### src/rtl/wb_commit_stage_if.sv
// MEM -> WB instruction bus with valid/allow handshake.
// MEM drives the instruction fields; WB answers with in_allow.
interface wb_commit_stage_if #(
  parameter int DATA_W  = 32,
  parameter int RF_AW   = 5,
  parameter int NUM_EXC = 16
);
  logic               in_valid;
  logic               in_allow;
  logic [DATA_W-1:0]  in_pc;
  logic               in_gr_we;
  logic [RF_AW-1:0]   in_dest;
  logic [DATA_W-1:0]  in_result;
  logic               in_csr_re;
  logic               in_csr_we;
  logic [13:0]        in_csr_num;
  logic [DATA_W-1:0]  in_csr_wmask;
  logic [DATA_W-1:0]  in_csr_wvalue;
  logic [NUM_EXC-1:0] in_exc_vec;
  logic [DATA_W-1:0]  in_vaddr;
  logic               in_ertn;
  logic               in_refetch;

  modport master (
    output in_valid, in_pc, in_gr_we, in_dest,
    output in_result, in_csr_re, in_csr_we,
    output in_csr_num, in_csr_wmask, in_csr_wvalue,
    output in_exc_vec, in_vaddr, in_ertn, in_refetch,
    input  in_allow
  );

  modport slave (
    input  in_valid, in_pc, in_gr_we, in_dest,
    input  in_result, in_csr_re, in_csr_we,
    input  in_csr_num, in_csr_wmask, in_csr_wvalue,
    input  in_exc_vec, in_vaddr, in_ertn, in_refetch,
    output in_allow
  );
endinterface

### src/rtl/wb_commit_stage.sv
// Write-back / commit stage: CSR handshake, exception select,
// flush pulses with bubble, regfile write, forwarding, trace.
module wb_commit_stage #(
  parameter int DATA_W  = 32,
  parameter int RF_AW   = 5,
  parameter int NUM_EXC = 16,
  parameter logic [NUM_EXC*6-1:0] ECODE_TABLE = '0,
  parameter logic [NUM_EXC-1:0] TLBR_MASK     = '0,
  parameter logic [NUM_EXC-1:0] PC_VADDR_MASK = '0,
  parameter int FLUSH_BUBBLE = 1,
  parameter int CNT_W        = 64
) (
  input  logic                       clk,
  input  logic                       reset,
  wb_commit_stage_if.slave           mem,
  input  logic                       csr_ready,
  input  logic [DATA_W-1:0]          csr_rvalue,
  output logic                       csr_re,
  output logic                       csr_we,
  output logic [13:0]                csr_num,
  output logic [DATA_W-1:0]          csr_wmask,
  output logic [DATA_W-1:0]          csr_wvalue,
  output logic                       rf_we,
  output logic [RF_AW-1:0]           rf_waddr,
  output logic [DATA_W-1:0]          rf_wdata,
  output logic [RF_AW-1:0]           fwd_dest,
  output logic [DATA_W-1:0]          fwd_data,
  output logic                       fwd_data_ok,
  output logic                       flush,
  output logic [1:0]                 flush_kind,
  output logic [5:0]                 ex_ecode,
  output logic [$clog2(NUM_EXC)-1:0] ex_index,
  output logic                       ex_tlbr,
  output logic [DATA_W-1:0]          ex_pc,
  output logic [DATA_W-1:0]          ex_vaddr,
  output logic [CNT_W-1:0]           retired_cnt,
  output logic [DATA_W-1:0]          debug_wb_pc,
  output logic [3:0]                 debug_wb_rf_we,
  output logic [RF_AW-1:0]           debug_wb_rf_wnum,
  output logic [DATA_W-1:0]          debug_wb_rf_wdata
);

  localparam int IDX_W = $clog2(NUM_EXC);
  localparam logic [3:0] BUB = 4'(FLUSH_BUBBLE);

  typedef struct packed {
    logic [DATA_W-1:0]  pc;
    logic               gr_we;
    logic [RF_AW-1:0]   dest;
    logic [DATA_W-1:0]  result;
    logic               csr_re;
    logic               csr_we;
    logic [13:0]        csr_num;
    logic [DATA_W-1:0]  csr_wmask;
    logic [DATA_W-1:0]  csr_wvalue;
    logic [NUM_EXC-1:0] exc_vec;
    logic [DATA_W-1:0]  vaddr;
    logic               ertn;
    logic               refetch;
  } wb_bus_t;

  wb_bus_t    r;
  wb_bus_t    nxt;
  logic       valid;
  logic [3:0] bub_cnt;

  logic exc;
  logic need_csr;
  logic go;
  logic commit;
  logic in_allow;
  logic accept;
  logic [IDX_W-1:0] sel;

  assign nxt = '{
    pc:         mem.in_pc,
    gr_we:      mem.in_gr_we,
    dest:       mem.in_dest,
    result:     mem.in_result,
    csr_re:     mem.in_csr_re,
    csr_we:     mem.in_csr_we,
    csr_num:    mem.in_csr_num,
    csr_wmask:  mem.in_csr_wmask,
    csr_wvalue: mem.in_csr_wvalue,
    exc_vec:    mem.in_exc_vec,
    vaddr:      mem.in_vaddr,
    ertn:       mem.in_ertn,
    refetch:    mem.in_refetch
  };

  // An excepting instruction never waits on the CSR file.
  assign exc      = valid & (|r.exc_vec);
  assign need_csr = valid & (r.csr_re | r.csr_we) & ~exc;
  assign go       = ~need_csr | csr_ready;
  assign commit   = valid & go;
  assign flush    = commit & (exc | r.ertn | r.refetch);

  assign in_allow = (~valid | go) & (bub_cnt == 4'd0) & ~flush;
  assign accept   = mem.in_valid & in_allow;
  assign mem.in_allow = in_allow;

  always_ff @(posedge clk) begin
    if (reset) begin
      valid <= 1'b0;
      r     <= '0;
    end else if (accept) begin
      valid <= 1'b1;
      r     <= nxt;
    end else if (commit) begin
      valid <= 1'b0;
    end
  end

  always_ff @(posedge clk) begin
    if (reset) begin
      bub_cnt <= 4'd0;
    end else if (flush) begin
      bub_cnt <= BUB;
    end else if (bub_cnt != 4'd0) begin
      bub_cnt <= bub_cnt - 4'd1;
    end
  end

  always_ff @(posedge clk) begin
    if (reset) begin
      retired_cnt <= '0;
    end else if (commit & ~exc) begin
      retired_cnt <= retired_cnt + CNT_W'(1);
    end
  end

  // Descending scan so the lowest set cause wins.
  always_comb begin
    sel = '0;
    for (int i = NUM_EXC - 1; i >= 0; i--) begin
      if (r.exc_vec[i]) sel = IDX_W'(i);
    end
  end

  always_comb begin
    ex_index = '0;
    ex_ecode = 6'd0;
    ex_tlbr  = 1'b0;
    ex_pc    = '0;
    ex_vaddr = '0;
    if (exc) begin
      ex_index = sel;
      ex_ecode = ECODE_TABLE[6*sel +: 6];
      ex_tlbr  = TLBR_MASK[sel];
      ex_pc    = r.pc;
      ex_vaddr = PC_VADDR_MASK[sel] ? r.pc : r.vaddr;
    end
  end

  always_comb begin
    flush_kind = 2'd0;
    if (flush) begin
      if (exc)            flush_kind = 2'd0;
      else if (r.ertn)    flush_kind = 2'd1;
      else if (r.refetch) flush_kind = 2'd2;
    end
  end

  assign csr_re     = valid & r.csr_re & ~exc;
  assign csr_we     = valid & r.csr_we & ~exc;
  assign csr_num    = valid ? r.csr_num    : '0;
  assign csr_wmask  = valid ? r.csr_wmask  : '0;
  assign csr_wvalue = valid ? r.csr_wvalue : '0;

  assign rf_we    = commit & r.gr_we & ~exc & (r.dest != '0);
  assign rf_waddr = r.dest;
  assign rf_wdata = r.csr_re ? csr_rvalue : r.result;

  assign fwd_dest    = (valid & r.gr_we) ? r.dest : '0;
  assign fwd_data    = rf_wdata;
  assign fwd_data_ok = valid & (~r.csr_re | csr_ready);

  assign debug_wb_pc       = r.pc;
  assign debug_wb_rf_we    = {4{rf_we}};
  assign debug_wb_rf_wnum  = rf_waddr;
  assign debug_wb_rf_wdata = rf_wdata;

  a_flush_blocks_input: assert property (
    @(posedge clk) disable iff (reset) flush |-> !in_allow);
  a_write_needs_commit: assert property (
    @(posedge clk) disable iff (reset) rf_we |-> commit);

endmodule

### src/flat_wrapper.sv
// flat-port wrapper written by rule: the top's interface ports become plain ports
module wb_commit_stage_flat 
#(
  parameter int DATA_W  = 32,
  parameter int RF_AW   = 5,
  parameter int NUM_EXC = 16,
  parameter logic [NUM_EXC*6-1:0] ECODE_TABLE = '0,
  parameter logic [NUM_EXC-1:0] TLBR_MASK     = '0,
  parameter logic [NUM_EXC-1:0] PC_VADDR_MASK = '0,
  parameter int FLUSH_BUBBLE = 1,
  parameter int CNT_W        = 64
)
  (clk, reset, csr_ready, csr_rvalue, csr_re, csr_we, csr_num, csr_wmask, csr_wvalue, rf_we, rf_waddr, rf_wdata, fwd_dest, fwd_data, fwd_data_ok, flush, flush_kind, ex_ecode, ex_index, ex_tlbr, ex_pc, ex_vaddr, retired_cnt, debug_wb_pc, debug_wb_rf_we, debug_wb_rf_wnum, debug_wb_rf_wdata, mem_in_valid, mem_in_pc, mem_in_gr_we, mem_in_dest, mem_in_result, mem_in_csr_re, mem_in_csr_we, mem_in_csr_num, mem_in_csr_wmask, mem_in_csr_wvalue, mem_in_exc_vec, mem_in_vaddr, mem_in_ertn, mem_in_refetch, mem_in_allow);
  wb_commit_stage_if #(.DATA_W(DATA_W), .RF_AW(RF_AW), .NUM_EXC(NUM_EXC)) mem_i ();
  input  logic clk;
  input  logic reset;
  input  logic csr_ready;
  input  logic [DATA_W-1:0] csr_rvalue;
  output logic csr_re;
  output logic csr_we;
  output logic [13:0] csr_num;
  output logic [DATA_W-1:0] csr_wmask;
  output logic [DATA_W-1:0] csr_wvalue;
  output logic rf_we;
  output logic [RF_AW-1:0] rf_waddr;
  output logic [DATA_W-1:0] rf_wdata;
  output logic [RF_AW-1:0] fwd_dest;
  output logic [DATA_W-1:0] fwd_data;
  output logic fwd_data_ok;
  output logic flush;
  output logic [1:0] flush_kind;
  output logic [5:0] ex_ecode;
  output logic [$clog2(NUM_EXC)-1:0] ex_index;
  output logic ex_tlbr;
  output logic [DATA_W-1:0] ex_pc;
  output logic [DATA_W-1:0] ex_vaddr;
  output logic [CNT_W-1:0] retired_cnt;
  output logic [DATA_W-1:0] debug_wb_pc;
  output logic [3:0] debug_wb_rf_we;
  output logic [RF_AW-1:0] debug_wb_rf_wnum;
  output logic [DATA_W-1:0] debug_wb_rf_wdata;
  input wire logic [$bits(mem_i.in_valid)-1:0] mem_in_valid;
  input wire logic [$bits(mem_i.in_pc)-1:0] mem_in_pc;
  input wire logic [$bits(mem_i.in_gr_we)-1:0] mem_in_gr_we;
  input wire logic [$bits(mem_i.in_dest)-1:0] mem_in_dest;
  input wire logic [$bits(mem_i.in_result)-1:0] mem_in_result;
  input wire logic [$bits(mem_i.in_csr_re)-1:0] mem_in_csr_re;
  input wire logic [$bits(mem_i.in_csr_we)-1:0] mem_in_csr_we;
  input wire logic [$bits(mem_i.in_csr_num)-1:0] mem_in_csr_num;
  input wire logic [$bits(mem_i.in_csr_wmask)-1:0] mem_in_csr_wmask;
  input wire logic [$bits(mem_i.in_csr_wvalue)-1:0] mem_in_csr_wvalue;
  input wire logic [$bits(mem_i.in_exc_vec)-1:0] mem_in_exc_vec;
  input wire logic [$bits(mem_i.in_vaddr)-1:0] mem_in_vaddr;
  input wire logic [$bits(mem_i.in_ertn)-1:0] mem_in_ertn;
  input wire logic [$bits(mem_i.in_refetch)-1:0] mem_in_refetch;
  output wire logic [$bits(mem_i.in_allow)-1:0] mem_in_allow;
  assign mem_i.in_valid = mem_in_valid;
  assign mem_i.in_pc = mem_in_pc;
  assign mem_i.in_gr_we = mem_in_gr_we;
  assign mem_i.in_dest = mem_in_dest;
  assign mem_i.in_result = mem_in_result;
  assign mem_i.in_csr_re = mem_in_csr_re;
  assign mem_i.in_csr_we = mem_in_csr_we;
  assign mem_i.in_csr_num = mem_in_csr_num;
  assign mem_i.in_csr_wmask = mem_in_csr_wmask;
  assign mem_i.in_csr_wvalue = mem_in_csr_wvalue;
  assign mem_i.in_exc_vec = mem_in_exc_vec;
  assign mem_i.in_vaddr = mem_in_vaddr;
  assign mem_i.in_ertn = mem_in_ertn;
  assign mem_i.in_refetch = mem_in_refetch;
  assign mem_in_allow = mem_i.in_allow;
  wb_commit_stage #(.DATA_W(DATA_W), .RF_AW(RF_AW), .NUM_EXC(NUM_EXC), .ECODE_TABLE(ECODE_TABLE), .TLBR_MASK(TLBR_MASK), .PC_VADDR_MASK(PC_VADDR_MASK), .FLUSH_BUBBLE(FLUSH_BUBBLE), .CNT_W(CNT_W)) u_core (.clk(clk), .reset(reset), .mem(mem_i), .csr_ready(csr_ready), .csr_rvalue(csr_rvalue), .csr_re(csr_re), .csr_we(csr_we), .csr_num(csr_num), .csr_wmask(csr_wmask), .csr_wvalue(csr_wvalue), .rf_we(rf_we), .rf_waddr(rf_waddr), .rf_wdata(rf_wdata), .fwd_dest(fwd_dest), .fwd_data(fwd_data), .fwd_data_ok(fwd_data_ok), .flush(flush), .flush_kind(flush_kind), .ex_ecode(ex_ecode), .ex_index(ex_index), .ex_tlbr(ex_tlbr), .ex_pc(ex_pc), .ex_vaddr(ex_vaddr), .retired_cnt(retired_cnt), .debug_wb_pc(debug_wb_pc), .debug_wb_rf_we(debug_wb_rf_we), .debug_wb_rf_wnum(debug_wb_rf_wnum), .debug_wb_rf_wdata(debug_wb_rf_wdata));
endmodule
### config.mk
export PLATFORM = sky130hd
export DESIGN_NAME = wb_commit_stage_flat
export DESIGN_NICKNAME = d
export VERILOG_FILES = /design/src/rtl/wb_commit_stage_if.sv /design/src/rtl/wb_commit_stage.sv /design/src/flat_wrapper.sv
export SDC_FILE = /design/constraint.sdc
export NUM_CORES = 1
export LEC_CHECK = 0
export BUFFER_PORTS_ARGS = -buffer_cell sky130_fd_sc_hd__buf_2
export CAP_MARGIN = 20
export CORE_AREA = 2 2 238 240
export DETAILED_ROUTE_END_ITERATION = 6
export DIE_AREA = 0 0 240 242
export MAX_ROUTING_LAYER = met4
export PLACE_DENSITY_LB_ADDON = 0.12
export SLEW_MARGIN = 20
export SYNTH_ARGS = -nofsm -noshare
export SYNTH_HDL_FRONTEND = slang
export SYNTH_SLANG_ARGS = --single-unit
### constraint.sdc
create_clock -name clk -period 2.82 [get_ports clk]
set_input_delay 0.282 -clock clk [delete_from_list [all_inputs] [get_ports clk]]
set_output_delay 0.282 -clock clk [all_outputs]
set_load 0.01 [all_outputs]
* Yosys cells after proc, flatten, opt, wreduce, memory -nomap -nowiden
Memory sizes are Yosys's and may differ from the RTL's.
Cells that the tools add are included.
** Word-level totals
- Register bits after elaboration :: 269
- Memory bits (read-only) :: 16
- Word-level logic and storage cells :: 95
- Memories kept :: 1
** Operators by class
- Add/subtract/negate cells :: 2
- Multiply operators :: 1
- $lt $le $gt $ge :: 1
- Shifts and indexed selects :: 1
- Mux-type cells :: 36
- Bitwise logic cells :: 29
- Reduce and logical (&&, ||, !) cells :: 7
** Memories
- (no name shown) :: depth 16, width 1, rd ports 1, clocked after memory_dff 0, wr ports 0, RTL line wb_commit_stage.sv:149 : ex_tlbr = TLBR_MASK[sel];
** Operators with widths (count)
- 32-bit two-way mux :: 6
- 96-bit by 8-bit indexed part select with 6-bit output, first input constant :: 1
- 4-bit two-way mux :: 17
- 64-bit by 1-bit adder with 64-bit output, second input constant :: 1
- 1-bit bitwise AND :: 18
- 16-bit OR reduction :: 1
- 14-bit two-way mux :: 1
- 2-bit two-way mux :: 4
- 2-bit by 4-bit multiplier with 6-bit output, first input constant :: 1
- 1-bit two-way mux :: 6
- 6-bit two-way mux :: 1
- 1-bit bitwise OR :: 6
- 4-bit by 5-bit < comparator with 1-bit output, second input constant :: 1
- 5-bit two-way mux :: 1
- 1-bit NOT :: 5
- 5-bit nonzero test :: 1
- 4-bit zero test :: 1
- 2-bit nonzero test :: 2
- 4-bit nonzero test :: 1
- 4-bit by 1-bit subtractor with 4-bit output, second input constant :: 1
- 2-bit OR reduction :: 1

* Longest topological paths before layout
- Depth in word-level cells :: 20
- Depth in mapped cells :: 9
- Mapped depth without buffers :: 7

* Worst setup path before layout
Ideal clock, no wire load.
- Path type :: register -> register
- From :: register u_core.r[49] in the netlist's numbering
- To :: register u_core.retired_cnt[20]
- Library setup time :: 70 ps
- Arrival :: 2616 ps
- Data required time :: 2750 ps
- Slack :: 134 ps
- Cell stages (with the launch flop) :: 8
- Buffers on the path :: 2
- Period minus slack after synthesis :: 2686 ps
- Cell sequence :: dfxtp_1 or4_4 or4_1 buf_2 or4_1 clkbuf_2 or4_1 a21oi_1
** On the way
- Longest elaborated chain between the ends :: 8
** Ends and longest elaborated chain
- from (decl) :: RTL line wb_commit_stage.sv:62 : wb_bus_t r;
- from (signal assigned) :: RTL line wb_commit_stage.sv:108 : r <= nxt;
- 16-bit OR reduction (*) :: RTL line wb_commit_stage.sv:92 : assign exc = valid & (|r.exc_vec);
- 1-bit bitwise AND (*) :: RTL line wb_commit_stage.sv:92
- 1-bit NOT (*) :: RTL line wb_commit_stage.sv:93, wb_commit_stage.sv:127
- 1-bit bitwise AND :: RTL line wb_commit_stage.sv:93 : assign need_csr = valid & (r.csr_re | r.csr_we) & ~exc;
- 1-bit NOT :: RTL line wb_commit_stage.sv:94 : assign go = ~need_csr | csr_ready;
- 1-bit bitwise OR :: RTL line wb_commit_stage.sv:94
- 1-bit bitwise AND :: RTL line wb_commit_stage.sv:95 : assign commit = valid & go;
- 1-bit bitwise AND (*) :: RTL line wb_commit_stage.sv:127 : end else if (commit & ~exc) begin
- to (signal assigned) :: RTL line wb_commit_stage.sv:128 : retired_cnt <= retired_cnt + CNT_W'(1);
- to (decl) :: RTL line wb_commit_stage.sv:36 : output logic [CNT_W-1:0] retired_cnt,
Every way passes the cells marked *; elsewhere a longest branch is shown, timed or not.
A chain may end at the register's enable or synchronous reset.

* Worst setup path after layout
Ends and elaborated chain as after synthesis.

==> results.yml <==
floorplanning:
  rows: 87
  ioPinCount: 608
  start_util_pct: 23.6
  die_h_um: 242
  dieArea_um2: 58100
  die_x_um: 240
  core_um2: 55700
finish:
  fin_nets: 2403
  syn_to_final_growth_pct: 51.4
  final_cells: 2953
  layout-drive-gt1-share_pct: 36.3
  layout_commonest_cell: "buf_2"
  register_area_um2: 5390
  design_area_um2: 19900
  fill_cells: 5909
  final_cell_mix: "buf_2 (599), dfxtp_1 (267), nor2_1 (252)"
  final_util_pct: 35.7
  multi_input_area_um2: 6540
power:
  p_total_mw: 18.5
  peakVddDrop_v: 0.000658
  cellPowerDensity_nw_per_um2: 932
  p_leak_nw: 9.37
route:
  wl_met1_mm: 22.0
  drc: 0
  dr.max_layer_used: "met4"
  wl_per_cell_um: 17.4
  wl_met2_mm: 24.6
  via_per_inst: 4.37
  drtIter0Drc: 628
  vias: 12900
  ant_nets: 0
  drt_pass1_iterations: 5
  routed_wl_mm: 51.3
  wl_met3_mm: 3.55
yosys:
  netlist_area_um2: 13100
  ys_warn_count: 0
  synth_edf_count: 0
  synthArstFlopShare_pct: 0
  seq_area_frac_synth_pct: 41.0
  netlist_instances: 1468
  synth.distinct_cells: 53
  ys.flop_type: "dfxtp_1"
  ys_ff_latch: 269
  syn_area_per_cell_um2: 8.94
global_routing:
  overflow: 0
  grt_use_total_pct: 17.5
  grt_pass1_vias: 13100
  grt_pass1_wl_mm: 77.1
  grt_max_degree: 146
  antenna_found_initial: 5
worst_setup_path:
  critPathSlowestCell: "or4_1"
  crit_path_end_kind: "flop"
  cp_cell_sequence: "or4_4 > or4_1 > or4_1 > or4_1 > a21oi_1"
  cp_slowest_stage_delay_ns: 0.58
  crit_arrival_ns: 3.18
  path_common_cell: "or4_1"
  crit_fanout: 7
  required_ns: 3.28
  critPathKind: "flop to flop"
  crit_path_start_kind: "flop"
clocking:
  cts_buffers: 37
  cts_sinks: 269
  cts-root-buf: "clkbuf_16"
  path_clk_slew_ns: 0.06
  htreeDepth: 2
  clk_latency_ns: 0.55
  cts_max_path_buffers: 3
  tritoncts: "built"
timing:
  worstMarginPinSlew_ns: 1.02
  relSlewSlack_pct: 32.3
  drv_slew: 0
  fin_ws_ns: 0.102
  holdWs_ns: 0.0344
  finalCritPeriodShare_pct: 96.4
  hold_violations: 0
  clock_skew_ns: 0.0236
  rsz0062_at_grt: "true"
  tns_ns: 0
  fmax_mhz: 368
  period_minus_slack_ns: 2.72
  setup_viol: 0
placed_design:
  place_area_um2: 16500
  place.gp.congestion: 0.861
  port_buffers: 600
  post-place-ws_ns: 0.0482
  place_inst: 2679
  dp_hpwl_mm: 38.0
run:
  drv_cap: 0
status:
  status: "finished, final reports clean"
hold_path:
  worstHoldPathType: "primary input to flop"
==> registers in the layout, indices dropped and copies added, names as in the netlist <==
name / flops
u_core.debug_wb_pc: 32
u_core.valid: 1
u_core.bub_cnt: 4
u_core.retired_cnt: 64
u_core.debug_wb_rf_wnum: 5
u_core.r: 163
==> cells by family after synthesis <==
family                     synth area share (%)
adders and majority gates                 0.286
muxes                                      19.2
other                                    0.0286
DFF                                        41.0
buffers and inverters                      9.88
AOI/OAI and AO/OA                          4.43
xor gates and xnor gates                   1.07
and+or+nand+nor                            24.1
==> power by group <==
group          internal (mW)  switching (mW)  total, mW
clock network           2.85            1.87       4.71
logic                   3.87            4.48       8.35
registers               4.81           0.657       5.46
==> worst max-delay path: cells and delay by family, from the launching register on <==
family,cells,cell delay (ns)
DFF,1,0.35
AOI/OAI and AO/OA,1,0.15
and+or+nand+nor,4,2.13
==> synth_stat cells, types with 19 or more instances <==
cell type | count | area, um2
and2_1 | 82 | 513
clkbuf_1 | 75 | 282
nand4_1 | 25 | 156
or4_1 | 32 | 240
a21oi_1 | 42 | 210
and3_1 | 73 | 457
nand2_1 | 30 | 113
mux2_2 | 46 | 518
nand3_1 | 25 | 125
buf_1 | 21 | 78.8
mux2i_1 | 200 | 2000
dfxtp_1 | 269 | 5390
nor2_1 | 253 | 950
buf_4 | 117 | 878
nor4_1 | 19 | 119
o31ai_1 | 24 | 180
==> area by class of cell <==
class,count,share of cell area [%]
diodes,6,0.0755
clock buffers,57,5.85
clock inverters,9,0.390
inverters,13,0.245
multi-input cells,977,32.9
flip-flops and latches,269,27.1
well taps,756,4.76
repair buffers,866,28.7
==> worst paths after layout <==
check,start,to,slack [ns],cells after the start
max,u_core.r[49]$_SDFFE_PP0P_,u_core.retired_cnt[20]$_SDFFE_PP0P_,0.10,5
min,mem_in_exc_vec[14],u_core.r[48]$_SDFFE_PP0P_,0.03,3
max reg2reg,u_core.r[49]$_SDFFE_PP0P_,u_core.retired_cnt[20]$_SDFFE_PP0P_,0.10,5
min reg2reg,u_core.retired_cnt[63]$_SDFFE_PP0P_,u_core.retired_cnt[63]$_SDFFE_PP0P_,0.48,2
==> layer usage <==
layer  up-vias  GRT usage, %
li1       6359             -
met1      6070          20.9
met2       402          28.9
met3        65          4.66
met4         0          4.80
met5         -             -
==> timing repair <==
item | CTS | global route
endpoints found under the setup margin | 75 | 10
hold buffers | 197 | 0
resized for setup | 12 | 5
setup buffers | 3 | 1
gates cloned | 1 | 0
pin swaps | 3 | 1
hold endpoints to repair | 197 | 0
No activity file was read; power rests on OpenSTA's default activity.
